**src/rtl/mod10_sched_if.sv**
```systemverilog
// Request/grant and result handshake bundle for the shared divide-by-10 scheduler.
interface mod10_sched_if #(
    parameter int unsigned N_REQ = 4,
    parameter int unsigned WIDTH = 8
);
    localparam int unsigned ID_W = $clog2(N_REQ);

    logic [N_REQ-1:0]       req;
    logic [N_REQ*WIDTH-1:0] req_data;
    logic [N_REQ-1:0]       gnt;
    logic                   busy;
    logic                   res_valid;
    logic                   res_ready;
    logic [WIDTH-1:0]       res_quot;
    logic [3:0]             res_rem;
    logic [ID_W-1:0]        res_id;

    // Requesters and result consumer
    modport master (
        output req, req_data, res_ready,
        input  gnt, busy, res_valid, res_quot, res_rem, res_id
    );

    // Scheduler side
    modport slave (
        input  req, req_data, res_ready,
        output gnt, busy, res_valid, res_quot, res_rem, res_id
    );
endinterface

```
**src/rtl/mod10_sched.sv**
```systemverilog
// Round-robin scheduler feeding one iterative subtract-10 divider; returns
// quotient, remainder and owner id over a valid/ready handshake.
module mod10_sched #(
    parameter int unsigned N_REQ = 4,
    parameter int unsigned WIDTH = 8
) (
    input  logic         clock,
    input  logic         resetn,
    mod10_sched_if.slave bus
);
    localparam int unsigned     ID_W = $clog2(N_REQ);
    localparam logic [WIDTH-1:0] TEN = WIDTH'(10);

    typedef enum logic [1:0] {
        IDLE = 2'd0,
        CALC = 2'd1,
        DONE = 2'd2
    } state_t;

    state_t           r_state;
    state_t           w_state_nxt;
    logic             r_busy;
    logic [ID_W-1:0]  r_ptr;
    logic [ID_W-1:0]  r_id;
    logic [WIDTH-1:0] r_work;
    logic [WIDTH-1:0] r_quot;
    logic             r_res_valid;
    logic [WIDTH-1:0] r_res_quot;
    logic [3:0]       r_res_rem;
    logic [ID_W-1:0]  r_res_id;

    logic             w_found;
    logic [ID_W-1:0]  w_winner;
    logic [ID_W-1:0]  w_idx;
    logic [ID_W-1:0]  w_ptr_nxt;
    logic [WIDTH-1:0] w_operand;
    logic [N_REQ-1:0] w_gnt;
    logic             w_grant;
    logic             w_ge10;
    logic             w_handshake;

    // First set request scanning upward from the pointer, with wrap
    always_comb begin
        w_found  = 1'b0;
        w_winner = '0;
        w_idx    = '0;
        for (int unsigned k = 0; k < N_REQ; k++) begin
            w_idx = ID_W'((32'(r_ptr) + k) % N_REQ);
            if (!w_found && bus.req[w_idx]) begin
                w_found  = 1'b1;
                w_winner = w_idx;
            end
        end
    end

    // Operand of the winning requester
    always_comb begin
        w_operand = '0;
        for (int unsigned k = 0; k < N_REQ; k++) begin
            if (w_winner == ID_W'(k)) begin
                w_operand = bus.req_data[k*WIDTH +: WIDTH];
            end
        end
    end

    assign w_ptr_nxt   = (32'(w_winner) == N_REQ - 1) ? '0 : w_winner + ID_W'(1);
    assign w_ge10      = (r_work >= TEN);
    assign w_handshake = r_res_valid & bus.res_ready;

    // Next-state and grant decode; grant only from IDLE and never in reset
    always_comb begin
        w_state_nxt = r_state;
        w_gnt       = '0;
        w_grant     = 1'b0;
        case (r_state)
            IDLE: begin
                if (resetn && w_found) begin
                    w_gnt       = N_REQ'(1) << w_winner;
                    w_grant     = 1'b1;
                    w_state_nxt = CALC;
                end
            end
            CALC: begin
                if (!w_ge10) begin
                    w_state_nxt = DONE;
                end
            end
            DONE: begin
                if (w_handshake) begin
                    w_state_nxt = IDLE;
                end
            end
            default: w_state_nxt = IDLE;
        endcase
    end

    // State register and busy flag
    always_ff @(posedge clock) begin
        if (!resetn) begin
            r_state <= IDLE;
            r_busy  <= 1'b0;
        end else begin
            r_state <= w_state_nxt;
            r_busy  <= (w_state_nxt != IDLE);
        end
    end

    // Operand load on grant, subtract loop, result capture and release
    always_ff @(posedge clock) begin
        if (!resetn) begin
            r_ptr       <= '0;
            r_id        <= '0;
            r_work      <= '0;
            r_quot      <= '0;
            r_res_valid <= 1'b0;
            r_res_quot  <= '0;
            r_res_rem   <= '0;
            r_res_id    <= '0;
        end else begin
            if (w_grant) begin
                r_work <= w_operand;
                r_quot <= '0;
                r_id   <= w_winner;
                r_ptr  <= w_ptr_nxt;
            end
            if (r_state == CALC) begin
                if (w_ge10) begin
                    r_work <= r_work - TEN;
                    r_quot <= r_quot + WIDTH'(1);
                end else begin
                    r_res_valid <= 1'b1;
                    r_res_quot  <= r_quot;
                    r_res_rem   <= r_work[3:0];
                    r_res_id    <= r_id;
                end
            end
            if ((r_state == DONE) && w_handshake) begin
                r_res_valid <= 1'b0;
            end
        end
    end

    assign bus.gnt       = w_gnt;
    assign bus.busy      = r_busy;
    assign bus.res_valid = r_res_valid;
    assign bus.res_quot  = r_res_quot;
    assign bus.res_rem   = r_res_rem;
    assign bus.res_id    = r_res_id;
endmodule
```
**src/flat_wrapper.sv**
```systemverilog
// flat-port wrapper written by rule: the top's interface ports become plain ports
module mod10_sched_flat 
#(
    parameter int unsigned N_REQ = 4,
    parameter int unsigned WIDTH = 8
)
  (clock, resetn, bus_req, bus_req_data, bus_res_ready, bus_gnt, bus_busy, bus_res_valid, bus_res_quot, bus_res_rem, bus_res_id);
  mod10_sched_if #(.N_REQ(N_REQ), .WIDTH(WIDTH)) bus_i ();
  input  logic clock;
  input  logic resetn;
  input wire logic [$bits(bus_i.req)-1:0] bus_req;
  input wire logic [$bits(bus_i.req_data)-1:0] bus_req_data;
  input wire logic [$bits(bus_i.res_ready)-1:0] bus_res_ready;
  output wire logic [$bits(bus_i.gnt)-1:0] bus_gnt;
  output wire logic [$bits(bus_i.busy)-1:0] bus_busy;
  output wire logic [$bits(bus_i.res_valid)-1:0] bus_res_valid;
  output wire logic [$bits(bus_i.res_quot)-1:0] bus_res_quot;
  output wire logic [$bits(bus_i.res_rem)-1:0] bus_res_rem;
  output wire logic [$bits(bus_i.res_id)-1:0] bus_res_id;
  assign bus_i.req = bus_req;
  assign bus_i.req_data = bus_req_data;
  assign bus_i.res_ready = bus_res_ready;
  assign bus_gnt = bus_i.gnt;
  assign bus_busy = bus_i.busy;
  assign bus_res_valid = bus_i.res_valid;
  assign bus_res_quot = bus_i.res_quot;
  assign bus_res_rem = bus_i.res_rem;
  assign bus_res_id = bus_i.res_id;
  mod10_sched #(.N_REQ(N_REQ), .WIDTH(WIDTH)) u_core (.clock(clock), .resetn(resetn), .bus(bus_i));
endmodule
```
**config.mk**
```make
export PLATFORM = sky130hd
export DESIGN_NAME = mod10_sched_flat
export DESIGN_NICKNAME = d
export VERILOG_FILES = /design/src/rtl/mod10_sched_if.sv /design/src/rtl/mod10_sched.sv /design/src/flat_wrapper.sv
export SDC_FILE = /design/constraint.sdc
export NUM_CORES = 1
export LEC_CHECK = 0
export ABC_CLOCK_PERIOD_IN_PS = 3300
export CAP_MARGIN = 15
export CORE_ASPECT_RATIO = 2
export CORE_MARGIN = 5
export CORE_UTILIZATION = 40
export DETAILED_ROUTE_END_ITERATION = 7
export GPL_TIMING_DRIVEN = 0
export HOLD_SLACK_MARGIN = 0.05
export PLACE_DENSITY = 0.69
export SYNTH_ARGS = -nofsm -noshare
export SYNTH_HDL_FRONTEND = slang
export SYNTH_SLANG_ARGS = --single-unit
```
**constraint.sdc**
```tcl
create_clock -name clock -period 3.3 [get_ports clock]
set_input_delay 0.66 -clock clock [delete_from_list [all_inputs] [get_ports clock]]
set_output_delay 0.66 -clock clock [all_outputs]
set_load 0.02 [all_outputs]
```
==> impl_summary.md <==
Min path
The endpoint of the worst hold path is u_core.bus.res_quot[3]. The worst hold path begins at u_core.bus.res_quot[3]. Along the worst hold path, the cell count comes to 2. The min-delay analysis places its worst path in the category reg2reg.

STA
Setup violations remaining at the end of the flow were counted as 0. The actual slew at the worst max-slew pin is between 600 and 700 ps. The worst path in the final design needs a cycle of between 3000 and 4000 ps, including I/O delays and setup. Based on the critical path, the design can be clocked at up to about 320 MHz. The normalized max-slew margin is between 50% and 60%. The hold violation total from the final report is 0.

Setup repair after global routing left no endpoint under its margin. The final count of pins violating max slew is 0. After layout, the worst path uses about 95% of the clock period. For the final database, setup skew stands at ~4.1 ps.

Finish
The final layout contains 370 nets. The share of layout cells above drive strength 1 is a little under a tenth. The antenna diode count is 0. The final cell area excluding filler cells is approximately 0.0029 mm2. The core occupancy in the finished layout is between 50% and 60%.

The layout overhead on the synthesized area is 38.9%.

Global routing
The initial antenna violation count is 0. The first-pass GRT wire length is ~9400 um. For this run, the total global-route usage over all layers was measured as between 15 and 20%. The largest net degree at the start of global routing is 12. The number of global-route vias before repair is around 2,100. The overall overflow remaining after global route is 0.

Yosys
By count the netlist is led by sky130_fd_sc_hd__nand2_1 (42), sky130_fd_sc_hd__dfxtp_1 (38), sky130_fd_sc_hd__a21oi_1 (34). In this run, distinct cell masters in the synthesized netlist total 46. The number of synthesized flops with an enable pin is 0. Summed over all instances, the cell type with the most area after synthesis is sky130_fd_sc_hd__dfxtp_1. The average instance in the mapped netlist occupies ~7.8 um2. The post-synthesis cell count is 264. The mapped netlist covers a little over 0.002 mm2. After synthesis the netlist holds a flip-flop and latch count of 38.

The most numerous cell in the Yosys netlist is sky130_fd_sc_hd__nand2_1. After synthesis, the share of flip-flops with an asynchronous set or reset is 0%. Summing the sequential cell areas from Yosys gives 37.0% of the chip area. Yosys attributes the largest share of cell area to sky130_fd_sc_hd__dfxtp_1 (37%), sky130_fd_sc_hd__a21oi_1 (8.3%), sky130_fd_sc_hd__nand2_1 (7.7%). The net count after synthesis is 309.

The main flop type after synthesis is sky130_fd_sc_hd__dfxtp_1. The count of synthesis-stage warnings from yosys is 0. After synthesis, the largest area contributor takes up a little under two fifths of total cell area.

Run status
The flow ran to the end, and the final reports show no timing, DRC or antenna violations.

Route
The number of DRC violations after detailed routing is 0. After detailed routing, the average wire length per cell comes to around 15 um. The via density per instance is 5.36. The via total after detailed routing is 2,052. The first-pass detailed-route iteration total is 4. The total routed wirelength is around 5600 um. For this block, the initial DRC count from the detailed router was 34. The number of nets with antenna violations after detailed routing is 0.

Critical path
In this run the register-to-register setup slack is 980 ps. The worst register-to-register path has a depth of 8. The endpoint identified for the worst register-to-register timing path is u_core.r_work[6]. The critical path launch point is bus_req[0]. The worst setup path is captured at an output port. The required time of the critical path is roughly 2600 ps. The kind of start point of the critical path is a primary input. The largest individual stage delay along the critical path comes from the cell sky130_fd_sc_hd__clkdlybuf4s15_1. The start of the worst register-to-register path is u_core.r_ptr[1]. The delay of the slowest cell on the worst path is around 310 ps. The highest net fanout along the worst path is 17.

The signal on the critical path passes through clkdlybuf4s15_1 -> a21oi_1 -> o21a_1 -> o22ai_2 -> inv_1 -> ha_2 -> and2_1 -> dlygate4sd2_1. The worst setup path category is in2out. At the worst endpoint, the arrival time is around 2500 ps.

Job
The reported max-cap violation count is 0.

Die
The number of primary I/O pins is between 50 and 60. The die covers 0.00676 mm2. The core region is between 0.005 and 0.006 mm2. Once the floorplan was initialized, standard cells occupied between 40% and 50% of the core. After floorplanning, the core was divided into 37 placement rows. The chip height is 111 um. The width of the die is approximately 60 um.

Power and ir drop
The total power density per cell area is 685 mW/mm2. The analysis attributes to cell leakage a power of 1.06 nW. The post-route total power is 1.96 mW. The maximum vdd drop is around 0.41 mV.

Clock tree
At the later pin of the worst-skew pair, clock insertion delay measures roughly 290 ps. In this run, CTS created clock tree buffers numbering 5. The sink count of the clock tree is 38.

The H-tree was split into 2 levels. The clock tree root buffer cell is sky130_fd_sc_hd__clkbuf_8. Hold repair after CTS inserted 0 buffers. The number of buffers on the longest clock path is 2. TritonCTS built the clock tree. After clock tree synthesis, the clock-pin slew on the worst setup and hold paths is roughly 70 ps.

Placement
The placed wire-length estimate is around 4500 um. The final estimated routing congestion in global placement is 0.854. Port buffering added 57 buffers.

The instance area after placement is between 0.002 and 0.003 mm2.
## flip-flops by register name, summed over array words and instances (netlist names)
name and count:
u_core.bus.busy 1, u_core.r_id 2, u_core.r_work 8, u_core.bus.res_valid 1, u_core.r_state 2, u_core.bus.res_id 2
u_core.bus.res_rem 4, u_core.r_ptr 2, u_core.r_quot 8, u_core.bus.res_quot 8
## logic make-up (layout without fill, tap and decap cells)
| group | Yosys count | count (layout) | synth area share, % |
|---|---|---|---|
| adders and majority gates | 6 | 6 | 3.65 |
| DFF | 38 | 38 | 37.0 |
| muxes | 2 | 2 | 0.974 |
| xor gates and xnor gates | 3 | 3 | 1.28 |
| AOI/OAI and AO/OA | 83 | 83 | 26.1 |
| buffers and inverters | 32 | 93 | 6.21 |
| and+or+nand+nor | 100 | 100 | 24.7 |
## worst max-delay path by stage
stage	to	slack [ps]	cells after the start
after floorplan	bus_gnt[2]	370	7
after global placement	bus_gnt[2]	-1010	9
after detailed placement	bus_gnt[3]	-1020	8
after CTS	bus_gnt[0]	30	7
after global routing	bus_gnt[2]	50	8
final	bus_gnt[2]	180	8
## cells in the final DEF, fill, tap and decap left out, types with 7 or more instances in the layout
| cell | netlist | final |
|---|---|---|
| sky130_fd_sc_hd__a21oi_1 | 34 | 33 |
| sky130_fd_sc_hd__dfxtp_1 | 38 | 38 |
| sky130_fd_sc_hd__nand3b_1 | 7 | 7 |
| sky130_fd_sc_hd__nand2_1 | 42 | 42 |
| sky130_fd_sc_hd__a211oi_1 | 11 | 11 |
| sky130_fd_sc_hd__clkdlybuf4s50_1 | 0 | 49 |
| sky130_fd_sc_hd__o21ai_0 | 11 | 11 |
| sky130_fd_sc_hd__inv_1 | 14 | 14 |
| sky130_fd_sc_hd__a221oi_1 | 7 | 7 |
| sky130_fd_sc_hd__nor2_1 | 15 | 14 |
## stage by stage
stage	TNS (ps)	hold slack (ps)	cells	setup slack, ps
after floorplan	0	426	264	372
after global placement	-5170	437	379	-1010
after detailed placement	-5600	447	379	-1020
after CTS	0	457	386	34.7
after global routing	0	473	383	50.1
final	0	454	383	180
## critical path, delay by kind of cell
| family | cells | cell delay [ps] |
|---|---|---|
| buffers and inverters | 3 | 760 |
| AOI/OAI and AO/OA | 3 | 560 |
| adders and majority gates | 1 | 300 |
| and+or+nand+nor | 1 | 170 |
## routing by layer
metal | routed length, um | up-vias | track usage, %
li1 | - | 1065 | -
met1 | 2030 | 930 | 17.4
met2 | 3290 | 47 | 34.4
met3 | 183 | 10 | 2.67
met4 | 113 | 0 | 7.24
met5 | 0 | - | 0
## cell type report
cell class / instances / area, um2
buffer: 11 / 52.6
sequential: 38 / 761
timing repair buffer: 60 / 589
fill: 496 / 2240
clock inverter: 2 / 10.0
inverter: 15 / 56.3
multi-input combinational: 194 / 1240
tap: 58 / 72.6
clock buffer: 5 / 68.8
## power breakdown
part / internal [mW] / switching [mW] / total (mW)
clock: 0.142 / 0.160 / 0.302
sequential: 0.554 / 0.0913 / 0.645
combinational: 0.445 / 0.564 / 1.01
## timing repair
action	in CTS	in global routing
buffers inserted	3	0
resized for setup	23	7
setup endpoints to repair	7	4
pin swaps	2	0
(Power assumes the default switching activity.)
